--- src/rtl/dm_jtag_dtm.sv ---
// JTAG debug transport module: oversampled TAP with IDCODE/DTMCS/DMI/BYPASS
// registers, bridging DMI scans onto a single-outstanding valid/ready master.
module dm_jtag_dtm #(
  parameter logic [31:0] IDCODE      = 32'h0000_0001,
  parameter int          SYNC_STAGES = 2
) (
  input  logic        clk,
  input  logic        resetn,
  input  logic        tck,
  input  logic        tms,
  input  logic        tdi,
  output logic        tdo,
  output logic        dmi_valid,
  input  logic        dmi_ready,
  output logic        dmi_write,
  output logic [6:0]  dmi_addr,
  output logic [31:0] dmi_wdata,
  input  logic [31:0] dmi_rdata
);

  typedef enum logic [3:0] {
    TLR, RTI,
    SEL_DR, CAP_DR, SH_DR, EX1_DR, PA_DR, EX2_DR, UPD_DR,
    SEL_IR, CAP_IR, SH_IR, EX1_IR, PA_IR, EX2_IR, UPD_IR
  } tap_e;

  typedef enum logic {
    M_IDLE,
    M_REQ
  } mst_e;

  localparam logic [4:0] IR_IDCODE = 5'h01;
  localparam logic [4:0] IR_DTMCS  = 5'h10;
  localparam logic [4:0] IR_DMI    = 5'h11;

  logic [SYNC_STAGES-1:0] r_tck_s;
  logic [SYNC_STAGES-1:0] r_tms_s;
  logic [SYNC_STAGES-1:0] r_tdi_s;
  logic                   r_tck_prev;

  logic w_tck;
  logic w_tms;
  logic w_tdi;
  logic w_rise;
  logic w_fall;

  tap_e r_tap;
  tap_e w_tap_nxt;
  mst_e r_mst;
  mst_e w_mst_nxt;

  logic [4:0]  r_ir;
  logic [4:0]  r_ir_sr;
  logic [40:0] r_dr;
  logic        r_tdo;
  logic        r_sticky;
  logic        r_write;
  logic [6:0]  r_addr;
  logic [31:0] r_wdata;
  logic [6:0]  r_last_addr;
  logic [31:0] r_last_rdata;

  logic [40:0] w_dr_shift;
  logic [40:0] w_dr_cap;
  logic [31:0] w_dtmcs;
  logic [1:0]  w_stat;
  logic        w_pending;
  logic        w_cap_dr;
  logic        w_upd_dr;
  logic        w_req_op;
  logic        w_launch;
  logic        w_dmireset;
  logic        w_hardreset;
  logic        w_xfer;

  // Input synchronisers; tck edges are detected against the previous
  // synchronised sample.
  always_ff @(posedge clk) begin
    if (!resetn) begin
      r_tck_s    <= '0;
      r_tms_s    <= '0;
      r_tdi_s    <= '0;
      r_tck_prev <= 1'b0;
    end else begin
      r_tck_s    <= {r_tck_s[SYNC_STAGES-2:0], tck};
      r_tms_s    <= {r_tms_s[SYNC_STAGES-2:0], tms};
      r_tdi_s    <= {r_tdi_s[SYNC_STAGES-2:0], tdi};
      r_tck_prev <= w_tck;
    end
  end

  assign w_tck  = r_tck_s[SYNC_STAGES-1];
  assign w_tms  = r_tms_s[SYNC_STAGES-1];
  assign w_tdi  = r_tdi_s[SYNC_STAGES-1];
  assign w_rise = w_tck & ~r_tck_prev;
  assign w_fall = ~w_tck & r_tck_prev;

  always_ff @(posedge clk) begin
    if (!resetn) begin
      r_tap <= TLR;
    end else if (w_rise) begin
      r_tap <= w_tap_nxt;
    end
  end

  always_comb begin
    w_tap_nxt = r_tap;
    case (r_tap)
      TLR:    w_tap_nxt = w_tms ? TLR    : RTI;
      RTI:    w_tap_nxt = w_tms ? SEL_DR : RTI;
      SEL_DR: w_tap_nxt = w_tms ? SEL_IR : CAP_DR;
      CAP_DR: w_tap_nxt = w_tms ? EX1_DR : SH_DR;
      SH_DR:  w_tap_nxt = w_tms ? EX1_DR : SH_DR;
      EX1_DR: w_tap_nxt = w_tms ? UPD_DR : PA_DR;
      PA_DR:  w_tap_nxt = w_tms ? EX2_DR : PA_DR;
      EX2_DR: w_tap_nxt = w_tms ? UPD_DR : SH_DR;
      UPD_DR: w_tap_nxt = w_tms ? SEL_DR : RTI;
      SEL_IR: w_tap_nxt = w_tms ? TLR    : CAP_IR;
      CAP_IR: w_tap_nxt = w_tms ? EX1_IR : SH_IR;
      SH_IR:  w_tap_nxt = w_tms ? EX1_IR : SH_IR;
      EX1_IR: w_tap_nxt = w_tms ? UPD_IR : PA_IR;
      PA_IR:  w_tap_nxt = w_tms ? EX2_IR : PA_IR;
      EX2_IR: w_tap_nxt = w_tms ? UPD_IR : SH_IR;
      UPD_IR: w_tap_nxt = w_tms ? SEL_DR : RTI;
      default: w_tap_nxt = TLR;
    endcase
  end

  always_ff @(posedge clk) begin
    if (!resetn) begin
      r_ir    <= IR_IDCODE;
      r_ir_sr <= 5'b00001;
    end else if (r_tap == TLR) begin
      r_ir <= IR_IDCODE;
    end else if (w_rise) begin
      case (r_tap)
        CAP_IR:  r_ir_sr <= 5'b00001;
        SH_IR:   r_ir_sr <= {w_tdi, r_ir_sr[4:1]};
        UPD_IR:  r_ir    <= r_ir_sr;
        default: r_ir_sr <= r_ir_sr;
      endcase
    end
  end

  assign w_pending = (r_mst == M_REQ);
  assign w_stat    = (r_sticky | w_pending) ? 2'b11 : 2'b00;
  assign w_dtmcs   = {17'd0, 3'd1, {2{r_sticky}}, 6'd7, 4'd1};

  // Shorter registers take tdi into their own MSB so they read back LSB first.
  always_comb begin
    w_dr_shift = r_dr;
    w_dr_cap   = '0;
    case (r_ir)
      IR_IDCODE: begin
        w_dr_shift = {9'd0, w_tdi, r_dr[31:1]};
        w_dr_cap   = {9'd0, IDCODE};
      end
      IR_DTMCS: begin
        w_dr_shift = {9'd0, w_tdi, r_dr[31:1]};
        w_dr_cap   = {9'd0, w_dtmcs};
      end
      IR_DMI: begin
        w_dr_shift = {w_tdi, r_dr[40:1]};
        w_dr_cap   = {r_last_addr, r_last_rdata, w_stat};
      end
      default: begin
        w_dr_shift = {40'd0, w_tdi};
        w_dr_cap   = '0;
      end
    endcase
  end

  always_ff @(posedge clk) begin
    if (!resetn) begin
      r_dr <= '0;
    end else if (w_rise) begin
      if (r_tap == CAP_DR) begin
        r_dr <= w_dr_cap;
      end else if (r_tap == SH_DR) begin
        r_dr <= w_dr_shift;
      end
    end
  end

  always_ff @(posedge clk) begin
    if (!resetn) begin
      r_tdo <= 1'b0;
    end else if (w_fall) begin
      if (r_tap == SH_DR) begin
        r_tdo <= r_dr[0];
      end else if (r_tap == SH_IR) begin
        r_tdo <= r_ir_sr[0];
      end else begin
        r_tdo <= 1'b0;
      end
    end
  end

  assign tdo = r_tdo;

  assign w_cap_dr    = w_rise && (r_tap == CAP_DR);
  assign w_upd_dr    = w_rise && (r_tap == UPD_DR);
  assign w_req_op    = w_upd_dr && (r_ir == IR_DMI)
                       && ((r_dr[1:0] == 2'd1) || (r_dr[1:0] == 2'd2));
  assign w_launch    = w_req_op && !r_sticky && !w_pending;
  assign w_dmireset  = w_upd_dr && (r_ir == IR_DTMCS) && r_dr[16];
  assign w_hardreset = w_upd_dr && (r_ir == IR_DTMCS) && r_dr[17];
  assign w_xfer      = w_pending && dmi_ready;

  // A busy response, seen either at capture or at update, latches sticky.
  always_ff @(posedge clk) begin
    if (!resetn) begin
      r_sticky <= 1'b0;
    end else if (w_dmireset || w_hardreset) begin
      r_sticky <= 1'b0;
    end else if (w_pending && (w_req_op || (w_cap_dr && (r_ir == IR_DMI)))) begin
      r_sticky <= 1'b1;
    end
  end

  always_ff @(posedge clk) begin
    if (!resetn) begin
      r_mst <= M_IDLE;
    end else begin
      r_mst <= w_mst_nxt;
    end
  end

  always_comb begin
    w_mst_nxt = r_mst;
    case (r_mst)
      M_IDLE: if (w_launch) w_mst_nxt = M_REQ;
      M_REQ:  if (w_xfer || w_hardreset) w_mst_nxt = M_IDLE;
      default: w_mst_nxt = M_IDLE;
    endcase
  end

  always_ff @(posedge clk) begin
    if (!resetn) begin
      r_write      <= 1'b0;
      r_addr       <= '0;
      r_wdata      <= '0;
      r_last_addr  <= '0;
      r_last_rdata <= '0;
    end else begin
      if (w_launch) begin
        r_write <= (r_dr[1:0] == 2'd2);
        r_addr  <= r_dr[40:34];
        r_wdata <= r_dr[33:2];
      end
      if (w_xfer) begin
        r_last_addr <= r_addr;
        if (!r_write) begin
          r_last_rdata <= dmi_rdata;
        end
      end
    end
  end

  assign dmi_valid = w_pending;
  assign dmi_write = r_write;
  assign dmi_addr  = r_addr;
  assign dmi_wdata = r_wdata;

endmodule

--- config.mk ---
export PLATFORM = sky130hd
export DESIGN_NAME = dm_jtag_dtm
export DESIGN_NICKNAME = d
export VERILOG_FILES = /design/src/rtl/dm_jtag_dtm.sv
export SDC_FILE = /design/constraint.sdc
export NUM_CORES = 1
export LEC_CHECK = 0
export CAP_MARGIN = 25
export CORE_UTILIZATION = 49
export DETAILED_ROUTE_END_ITERATION = 16
export PLACE_DENSITY = 0.74
export SYNTH_ARGS = -nofsm -noshare
export SYNTH_HDL_FRONTEND = slang
export SYNTH_SLANG_ARGS = --single-unit
--- constraint.sdc ---
create_clock -name clk -period 1.8 [get_ports clk]
set_clock_uncertainty 0.1 [all_clocks]
set_input_delay 0.36 -clock clk [delete_from_list [all_inputs] [get_ports clk]]
set_output_delay 0.36 -clock clk [all_outputs]
set_load 0.05 [all_outputs]
## Word-level counts from Yosys, hierarchy flattened

Cells that the tools add are included.

| cells by class | value |
|---|---|
| reduce and logical (&&, ||, !) cells | 31 |
| magnitude comparators | 0 |
| equality and inequality tests | 20 |
| bitwise gates (word level) | 9 |
| $add $sub $neg | 0 |
| muxes and demuxes | 24 |
| shift operators | 0 |
| divide/modulo/power cells | 0 |
| $mul | 0 |

Operators with widths:

| operator | number |
|---|---|
| 41-bit one-hot mux with 3 select lines | 1 |
| 41-bit two-way mux | 2 |
| 41-bit one-hot mux with 2 select lines | 1 |
| 4-bit one-hot mux with 12 select lines | 1 |
| 4-bit equality test (second input constant) | 8 |
| 4-bit by 3-bit equality test with 1-bit output (second input constant) | 4 |
| 4-bit two-way mux | 4 |
| 1-bit logical AND | 12 |
| 5-bit equality test (second input constant) | 2 |
| 5-bit one-hot mux with 2 select lines | 1 |
| 2-bit OR reduction | 5 |
| 4-bit by 2-bit equality test with 1-bit output (second input constant) | 2 |
| 2-bit two-way mux | 4 |
| 1-bit two-way mux | 7 |
| 3-bit two-way mux | 2 |
| 1-bit NOT | 6 |
| 2-bit AND reduction | 3 |
| 5-bit by 1-bit equality test with 1-bit output (second input constant) | 1 |
| 4-bit by 1-bit equality test with 1-bit output (second input constant) | 1 |
| 4-bit logical NOT | 1 |
| 1-bit logical OR | 4 |
| 2-bit nonzero test | 2 |
| 3-bit AND reduction | 1 |
| 3-bit OR reduction | 1 |
| 6 further kinds | 8 |

| word-level totals | value |
|---|---|
| output and inout bits | 42 |
| flip-flop bits (word level) | 144 |
| latch bits | 0 |
| input bits | 38 |
| memories kept | 0 |
| bits in read-only memories | 0 |
| memory bits (writable) | 0 |

## Logic depth before layout (Yosys ltp)

| depth | value |
|---|---|
| depth in word-level cells | 9 |
| depth in mapped cells | 7 |
| mapped depth without buffers | 5 |

## Worst setup path after synthesis

OpenSTA, ideal clock, no wires.

| timing | value |
|---|---|
| kind | reg2reg |
| start point | register r_mst (netlist: dmi_valid) |
| end point | register r_last_rdata[28] |
| buffers on the path | 2 |
| period minus slack after synthesis | 1.958 ns |
| data required time | 1.568 ns |
| setup slack | -0.158 ns |
| library setup time | 0.132 ns |
| data arrival time | 1.725 ns |
| cell stages (with the launch flop) | 7 |
| path through | dfxtp_1 nand2_1 or2_2 clkbuf_1 clkbuf_1 nand2_1 a21oi_1 |

| on the way | value |
|---|---|
| longest elaborated chain between the ends | 2 |

RTL lines:

| element | line | RTL |
|---|---|---|
| from (decl) | 49 | `mst_e r_mst;` |
| from (signal assigned) | 225 | `r_mst <= w_mst_nxt;` |
| 1-bit logical AND | 208 | `assign w_xfer = w_pending && dmi_ready;` |
| 2-bit AND reduction (no line) | -- |  |
| to (signal assigned) | 254 | `r_last_rdata <= dmi_rdata;` |
| to (decl) | 61 | `logic [31:0] r_last_rdata;` |

Every way passes these cells.
A chain may end at the register's enable or synchronous reset.

## Worst setup path after layout

| timing | value |
|---|---|
| start point | register r_tap[1] |
| end point | register r_dr[16] |

| on the way | value |
|---|---|
| longest elaborated chain between the ends | 3 |
| elaborated cells between the ends (all ways) | 5 |
| classes of those cells | eq/ne (2); mux (1); reduce/logical (2) |

RTL lines:

| element | line | RTL |
|---|---|---|
| from (decl) | 47 | `tap_e r_tap;` |
| from (signal assigned) | 102 | `r_tap <= w_tap_nxt;` |
| 4-bit by 2-bit equality test with 1-bit output or 4-bit by 3-bit equality test with 1-bit output (tied branches) | 177, 179 |  |
| 2-bit nonzero test (no line) | -- |  |
| 2-bit AND reduction (no line) | -- |  |
| to (signal assigned) | 178 | `r_dr <= w_dr_cap;` |
| to (signal assigned) | 180 | `r_dr <= w_dr_shift;` |
| to (decl) | 54 | `logic [40:0] r_dr;` |

Parallel ways exist; a longest one is shown, timed or not.

==> out/metrics.yaml <==
synthesis:
  synth.area.mux_share: 0.0210
  syn_nets: 734
  ys.flop_type: "dfxtp_1"
  ys_seq_area_frac: 0.498
  synth_top_family_by_area: "compound AO/OA/AOI/OAI gates"
  synth_area_per_cell_um2: 8.34
  yosys.area.top_type: "dfxtp_1"
  synth_edf_count: 0
  synthXorXnorAreaFrac: 0.00151
  async_flop_share: 0
  post-synth-top-count-cell: "dfxtp_1"
  synth-compound-area-share: 0.260
  ys_ff_latch: 144
  synth_top_area_frac: 0.498
  synthTopCellsByCount: "dfxtp_1 (144), a21oi_1 (120), nand2_1 (96), o21ai_0 (74), nand3_1 (53)"
  yosysUniqueCellTypes: 57
  syn-instance-count: 695
  yosys.area_share.simple: 0.169
  synthAdderAreaFrac: 0.00216
  synth.area.top_cells: "dfxtp_1 (50%), a21oi_1 (10%), o21ai_0 (6.4%)"
  netlist_area_um2: 5790
  yosys_warnings: 0
pwr:
  ir_drop_mv: 0.720
  power-per-cell-area_nw_per_um2: 822
  total_power_mw: 6.80
  p_leak_nw: 2.86
grt:
  grt_pass1_wl_mm: 25.6
  grt_max_degree: 41
  grt.overflow.total: 0
  grt_pass1_vias: 5281
  antenna_found_initial: 0
  grtUsageTotal: 0.262
run_status:
  violations: "setup timing"
  status: "finished with violations"
setup_path:
  path_max_fanout: 15
  cp.required_ns: 2.05
  path_delay_family: "compound AO/OA/AOI/OAI gates"
  critical-path-slowest-cell: "or3b_4"
  path_buf_inv: 2
  r2r-start: "r_tap[1]$_SDFFE_PN0N_"
  crit_cells: 6
  crit_path_start_kind: "register"
  worstPathArrival_ns: 2.20
  cpPeakStageDelay_ns: 0.41
  endpoint: "r_dr[16]$_SDFFE_PN0P_"
  r2r-end: "r_dr[16]$_SDFFE_PN0P_"
  worst_setup_path_end_kind: "register"
  crit_path_start: "r_tap[1]$_SDFFE_PN0N_"
  r2r_slack_ns: -0.15
  reg2reg_depth: 6
  critPathKind: "reg -> reg"
  worstPathCellList: "or3b_4, a211oi_4, buf_6, clkbuf_16, o21ai_1, a21oi_1"
drt:
  dr.pass1.iters: 6
  dr_wl_met2_mm: 9.23
  top_layer_used: "met4"
  vias_per_cell: 6.16
  ant_nets: 0
  route.detailed.drc: 0
  dr_wl_met3_mm: 1.36
  wirelength_mm: 18.6
  met1_length_mm: 7.46
  drt-initial-drc-count: 492
  avgRoutedWirePerCell_um: 19.3
  vias: 5924
layout:
  num-fill-cells: 794
  utilization: 0.721
  diodes: 0
  drive_gt1_frac: 0.302
  fin_cells: 961
  regArea_um2: 2890
  area_growth_pct: 42.7
  multi_input_area_um2: 3030
  final_cell_area_um2: 8270
  nNetsFinal: 845
cts:
  insertion_delay_ns: 0.42
  htreeDepth: 4
  hold_buffers: 0
  cts_root_buffer: "clkbuf_16"
  cts.sinks: 144
  clk_path_buf_depth: 2
  cts_tree: "yes"
  clk_pin_slew_ns: 0.06
  numCtsBuffers: 17
timing:
  fmax_mhz: 513
  period_needed_ns: 1.95
  fin_hold_ws_ns: 0.332
  setup_tns_ns: -5.74
  slew_viol_final: 0
  setup_slack_ns: -0.148
  tightestPinTransition_ns: 0.444
  setup_viol: 82
  timing.slew.headroom: 0.704
  finalHoldViolations: 0
  finalCritPeriodShare: 1.08
  rsz0062_at_grt: "true"
place:
  placed_area_um2: 6970
  dp_slack_ns: -0.138
  place_congestion: 0.884
  io_buffers: 79
  dp_cells: 911
  dp_hpwl_mm: 10.4
floorplanning:
  initial_utilization: 0.505
  core_area_um2: 11500
  die_h_um: 111
  row_count: 39
  fp.dieW_um: 111
  io_pins: 80
  die-area_um2: 12300
hold_path:
  hold_depth: 1
  hp-class: "reg -> reg"
job:
  max_cap_viol_count: 0
state kept, by name (all words and copies together), names as in the netlist, 2 cells and up:
name          cells
r_dr             41
dmi_wdata        32
r_last_rdata     32
dmi_addr          7
r_last_addr       7
r_ir              5
r_ir_sr           5
r_tap             4
r_tck_s           2
r_tdi_s           2
r_tms_s           2
timing repair:
item,4_1_cts,5_1_grt
cloned,1,11
gates resized for setup,41,142
setup endpoints to repair,82,83
pin swaps,7,13
setup buffers,1,6
per-layer routing:
| layer | track usage | vias up |
|---|---|---|
| met1 | 0.324 | 2824 |
| met5 | 0 | - |
| met3 | 0.0580 | 66 |
| met4 | 0.120 | 0 |
| met2 | 0.434 | 320 |
| li1 | - | 2714 |
worst reg2reg max path: cells and delay by family, from the launching register on:
| family | cells | cell delay [ns] |
|---|---|---|
| simple gates | 1 | 0.41 |
| buf+inv | 2 | 0.40 |
| compound gates | 3 | 0.60 |
| flops | 1 | 0.37 |
area by class of cell:
cell class              instances  area share
clock buffers                  21      0.0545
clock inverters                10      0.0136
inverters                       4     0.00182
multi-input cells             482       0.367
flip-flops and latches        144       0.350
well taps                     143      0.0216
repair buffers                157       0.192
kinds of logic after synthesis:
family / Yosys count
AO/OA/AOI/OAI: 265
AND/OR/NAND/NOR: 203
flip-flops: 144
buffers and inverters: 69
multiplexers: 12
XOR/XNOR: 1
adder cells (fa/ha/maj): 1
where the power goes:
group / leakage [nW] / switching (mW) / internal [mW]
registers: 1.16 / 0.00815 / 3.20
logic: 1.42 / 0.109 / 0.114
clock network: 0.273 / 1.31 / 2.06
worst min path at each step:
stage / start / end
global placement: r_tck_s[0]$_SDFF_PN0_ / r_tck_s[1]$_SDFF_PN0_
detailed placement: r_tck_s[0]$_SDFF_PN0_ / r_tck_s[1]$_SDFF_PN0_
CTS: r_tck_s[0]$_SDFF_PN0_ / r_tck_s[1]$_SDFF_PN0_
global route: r_tck_s[0]$_SDFF_PN0_ / r_tck_s[1]$_SDFF_PN0_
finish: r_tck_s[0]$_SDFF_PN0_ / r_tck_s[1]$_SDFF_PN0_
floorplan: r_tck_s[0]$_SDFF_PN0_ / r_tck_s[1]$_SDFF_PN0_
placed cells by master (no fill, tap or decap), types with 3 or more instances in the layout:
| master | n |
|---|---|
| a22oi_1 | 30 |
| dfxtp_1 | 139 |
| buf_8 | 3 |
| a21oi_1 | 107 |
| a31oi_1 | 4 |
| nor3_4 | 3 |
| nor2_2 | 3 |
| clkbuf_16 | 24 |
| o21ai_1 | 15 |
| dfxtp_2 | 4 |
| buf_4 | 86 |
| nand2_1 | 96 |
| mux2i_1 | 11 |
| buf_12 | 8 |
| clkdlybuf4s50_1 | 37 |
| o2bb2ai_1 | 8 |
| nand2b_1 | 4 |
| nand3_1 | 52 |
| a211oi_1 | 3 |
| buf_6 | 14 |
| o21ai_2 | 52 |
| o21ai_4 | 3 |
| clkbuf_1 | 3 |
| a21oi_2 | 13 |
| clkinv_2 | 4 |
| nor2_1 | 10 |
| and2_1 | 7 |
| inv_1 | 3 |
| nor2b_1 | 4 |
| o21ai_0 | 14 |
Power figures use the tool's default switching activity.
==> edit: new RTL, config.mk and constraints unchanged <==
Change the parameter `SYNC_STAGES` from 2 to 4.
--- a/src/rtl/dm_jtag_dtm.sv
+++ b/src/rtl/dm_jtag_dtm.sv
@@ -2,7 +2,7 @@
 // registers, bridging DMI scans onto a single-outstanding valid/ready master.
 module dm_jtag_dtm #(
   parameter logic [31:0] IDCODE      = 32'h0000_0001,
-  parameter int          SYNC_STAGES = 2
+  parameter int          SYNC_STAGES = 4
 ) (
   input  logic        clk,
   input  logic        resetn,
Formal check against the unedited RTL: same outputs for any inputs over 10 cycles, from zero or initial values and one cycle with resetn low; that may be too few to reach the edited logic, so the function may still have changed.
==> edit against the unedited design <==
  * The run still ends with negative setup slack left
  * First-iteration DRC count rose by 6.1%
  * Sequential cell count grew 6
  * Total power up 3.5%
  * Cell area rose by 2.8%
  * Routed wire length fell by 4.2%
  * Combinational power is 16% lower
  * Worst setup slack better by 0.043 ns
  * Worst hold slack worse by 0.19 ns
  * Area after synthesis rose by 6.5%
  * Largest power group unchanged
  * Highest routed layer unchanged
==> edit: results (changes against the unedited design) <==
| Metric | Value |
|---|---|
| Failing checks | `negative setup slack` |
| Number of non-clock buffers | `147 (-6.4%)` |
| Pre-CTS setup slack | `-0.171 ns (-0.0329 ns)` |
| Endpoints failing setup | `64 (-22%)` |
| GRT Util Overall | `0.266 (+0.00443)` |
| Post-Syn Nets | `748 (+1.9%)` |
| Worst VDD drop | `0.626 mV (-13%)` |
| DP HPWL | `10.3 mm (-0.55%)` |
| CP Data Arrival Time | `2.17 ns (-0.03 ns)` |
| Placed Cells | `940 (+3.2%)` |
| Vias | `5814 (-1.9%)` |
| Final wirelength | `17.8 mm (-4.2%)` |
| First-pass GRT wire length | `26.9 mm (+4.7%)` |
| Pin count of the biggest net entering global routing | `64 (+56%)` |
| Fin worst setup slack | `-0.104 ns (+0.0434 ns)` |
| GP Congestion | `0.835 (-5.6%)` |
| Hold Path Class | `primary input to register` |
| LEAKAGE | `2.93 nW (+2.6%)` |
| Fraction of layout cells with a size suffix above 1 | `0.264 (-0.0380)` |
| Slowest cell on the critical path | `or3_4` |
| 1st-iter DRT viols | `522 (+6.1%)` |
| Number of global-route vias before repair | `5323 (+0.80%)` |
| Status | `finished with violations` |
| Layout filler cell count | `915 (+15%)` |
| Synth top area cells | `dfxtp_1, a21boi_0, o21ai_0, nand2_1, nand3_1` |
| Setup TNS | `-2.97 ns (+2.78 ns)` |
| Cell Int Power | `5.62 mW (+4.7%)` |
| Sequential area share after synthesis | `0.487 (-0.0108)` |
| Comb. pwr | `188 uW (-16%)` |
| Drt pass-1 iters | `5 (-1)` |
| #MultiIn Comb | `493 (+2.3%)` |
| Nets | `852 (+0.83%)` |
| Via density | `5.85 (-5.1%)` |
| Clk cell area share | `0.0692 (+0.00108)` |
| Buffer share of cell area | `0.169 (-0.0237)` |
| WHS | `0.139 ns (-0.193 ns)` |
==> edit: cell types whose count changed after synthesis, sizes merged, moves of 3 or more <==
cell,change
dfxtp,+6
o211ai,+4
o21ai,-3
buf,+3
and2,+6
nor3,+3
a21oi,-81
a21boi,+83
==> edit: path summary, 6_finish.rpt <==
kind | end | from | cells after the start
worst max-delay path | dmi_wdata[27] | r_ir[3] | 7
worst min-delay path | r_ir_sr[0] | resetn | 2
worst max register to register | dmi_wdata[27] | r_ir[3] | 7
worst min register to register | r_tck_s[1] | r_tck_s[0] | 1
==> edit: worst max-delay path: cells and delay by family, from the launching register on <==
| family | cells | cell delay [ns] |
|---|---|---|
| simple gates | 3 | 0.83 |
| buf+inv | 3 | 0.45 |
| flops | 1 | 0.31 |
| compound gates | 1 | 0.14 |
==> edit: timing repair <==
action                                  4_1_cts  5_1_grt
endpoints found under the setup margin       80       84
setup buffers                                 6        4
pin swaps                                    31       15
resized for setup                            57       82
hold endpoints to repair                      0        0
gates cloned                                  5        7
==> edit: layer usage <==
metal  wire length (um)  global-route usage  share of wire  vias up
met5                  0                   0              0        -
met4                416               0.112          0.023        0
met3               1140              0.0619          0.064       41
met2               8440               0.427           0.47      234
met1               7830               0.345           0.44     2790
li1                   -                   -              -     2749
==> edit: cells by family after synthesis <==
family                     share of synthesized area
AOI/OAI and AO/OA                              0.276
xor gates and xnor gates                     0.00284
adders and majority gates                    0.00203
buffers and inverters                         0.0465
DFF                                            0.487
muxes                                         0.0197
and+or+nand+nor                                0.166
==> edit: stage by stage <==
step | area, um2 | util
after detailed placement | 7330 | 0.603
after floorplan | 6250 | -
after global routing | 8500 | 0.699
after global placement | 7330 | 0.603
after CTS | 8240 | 0.677
final | 8500 | 0.699
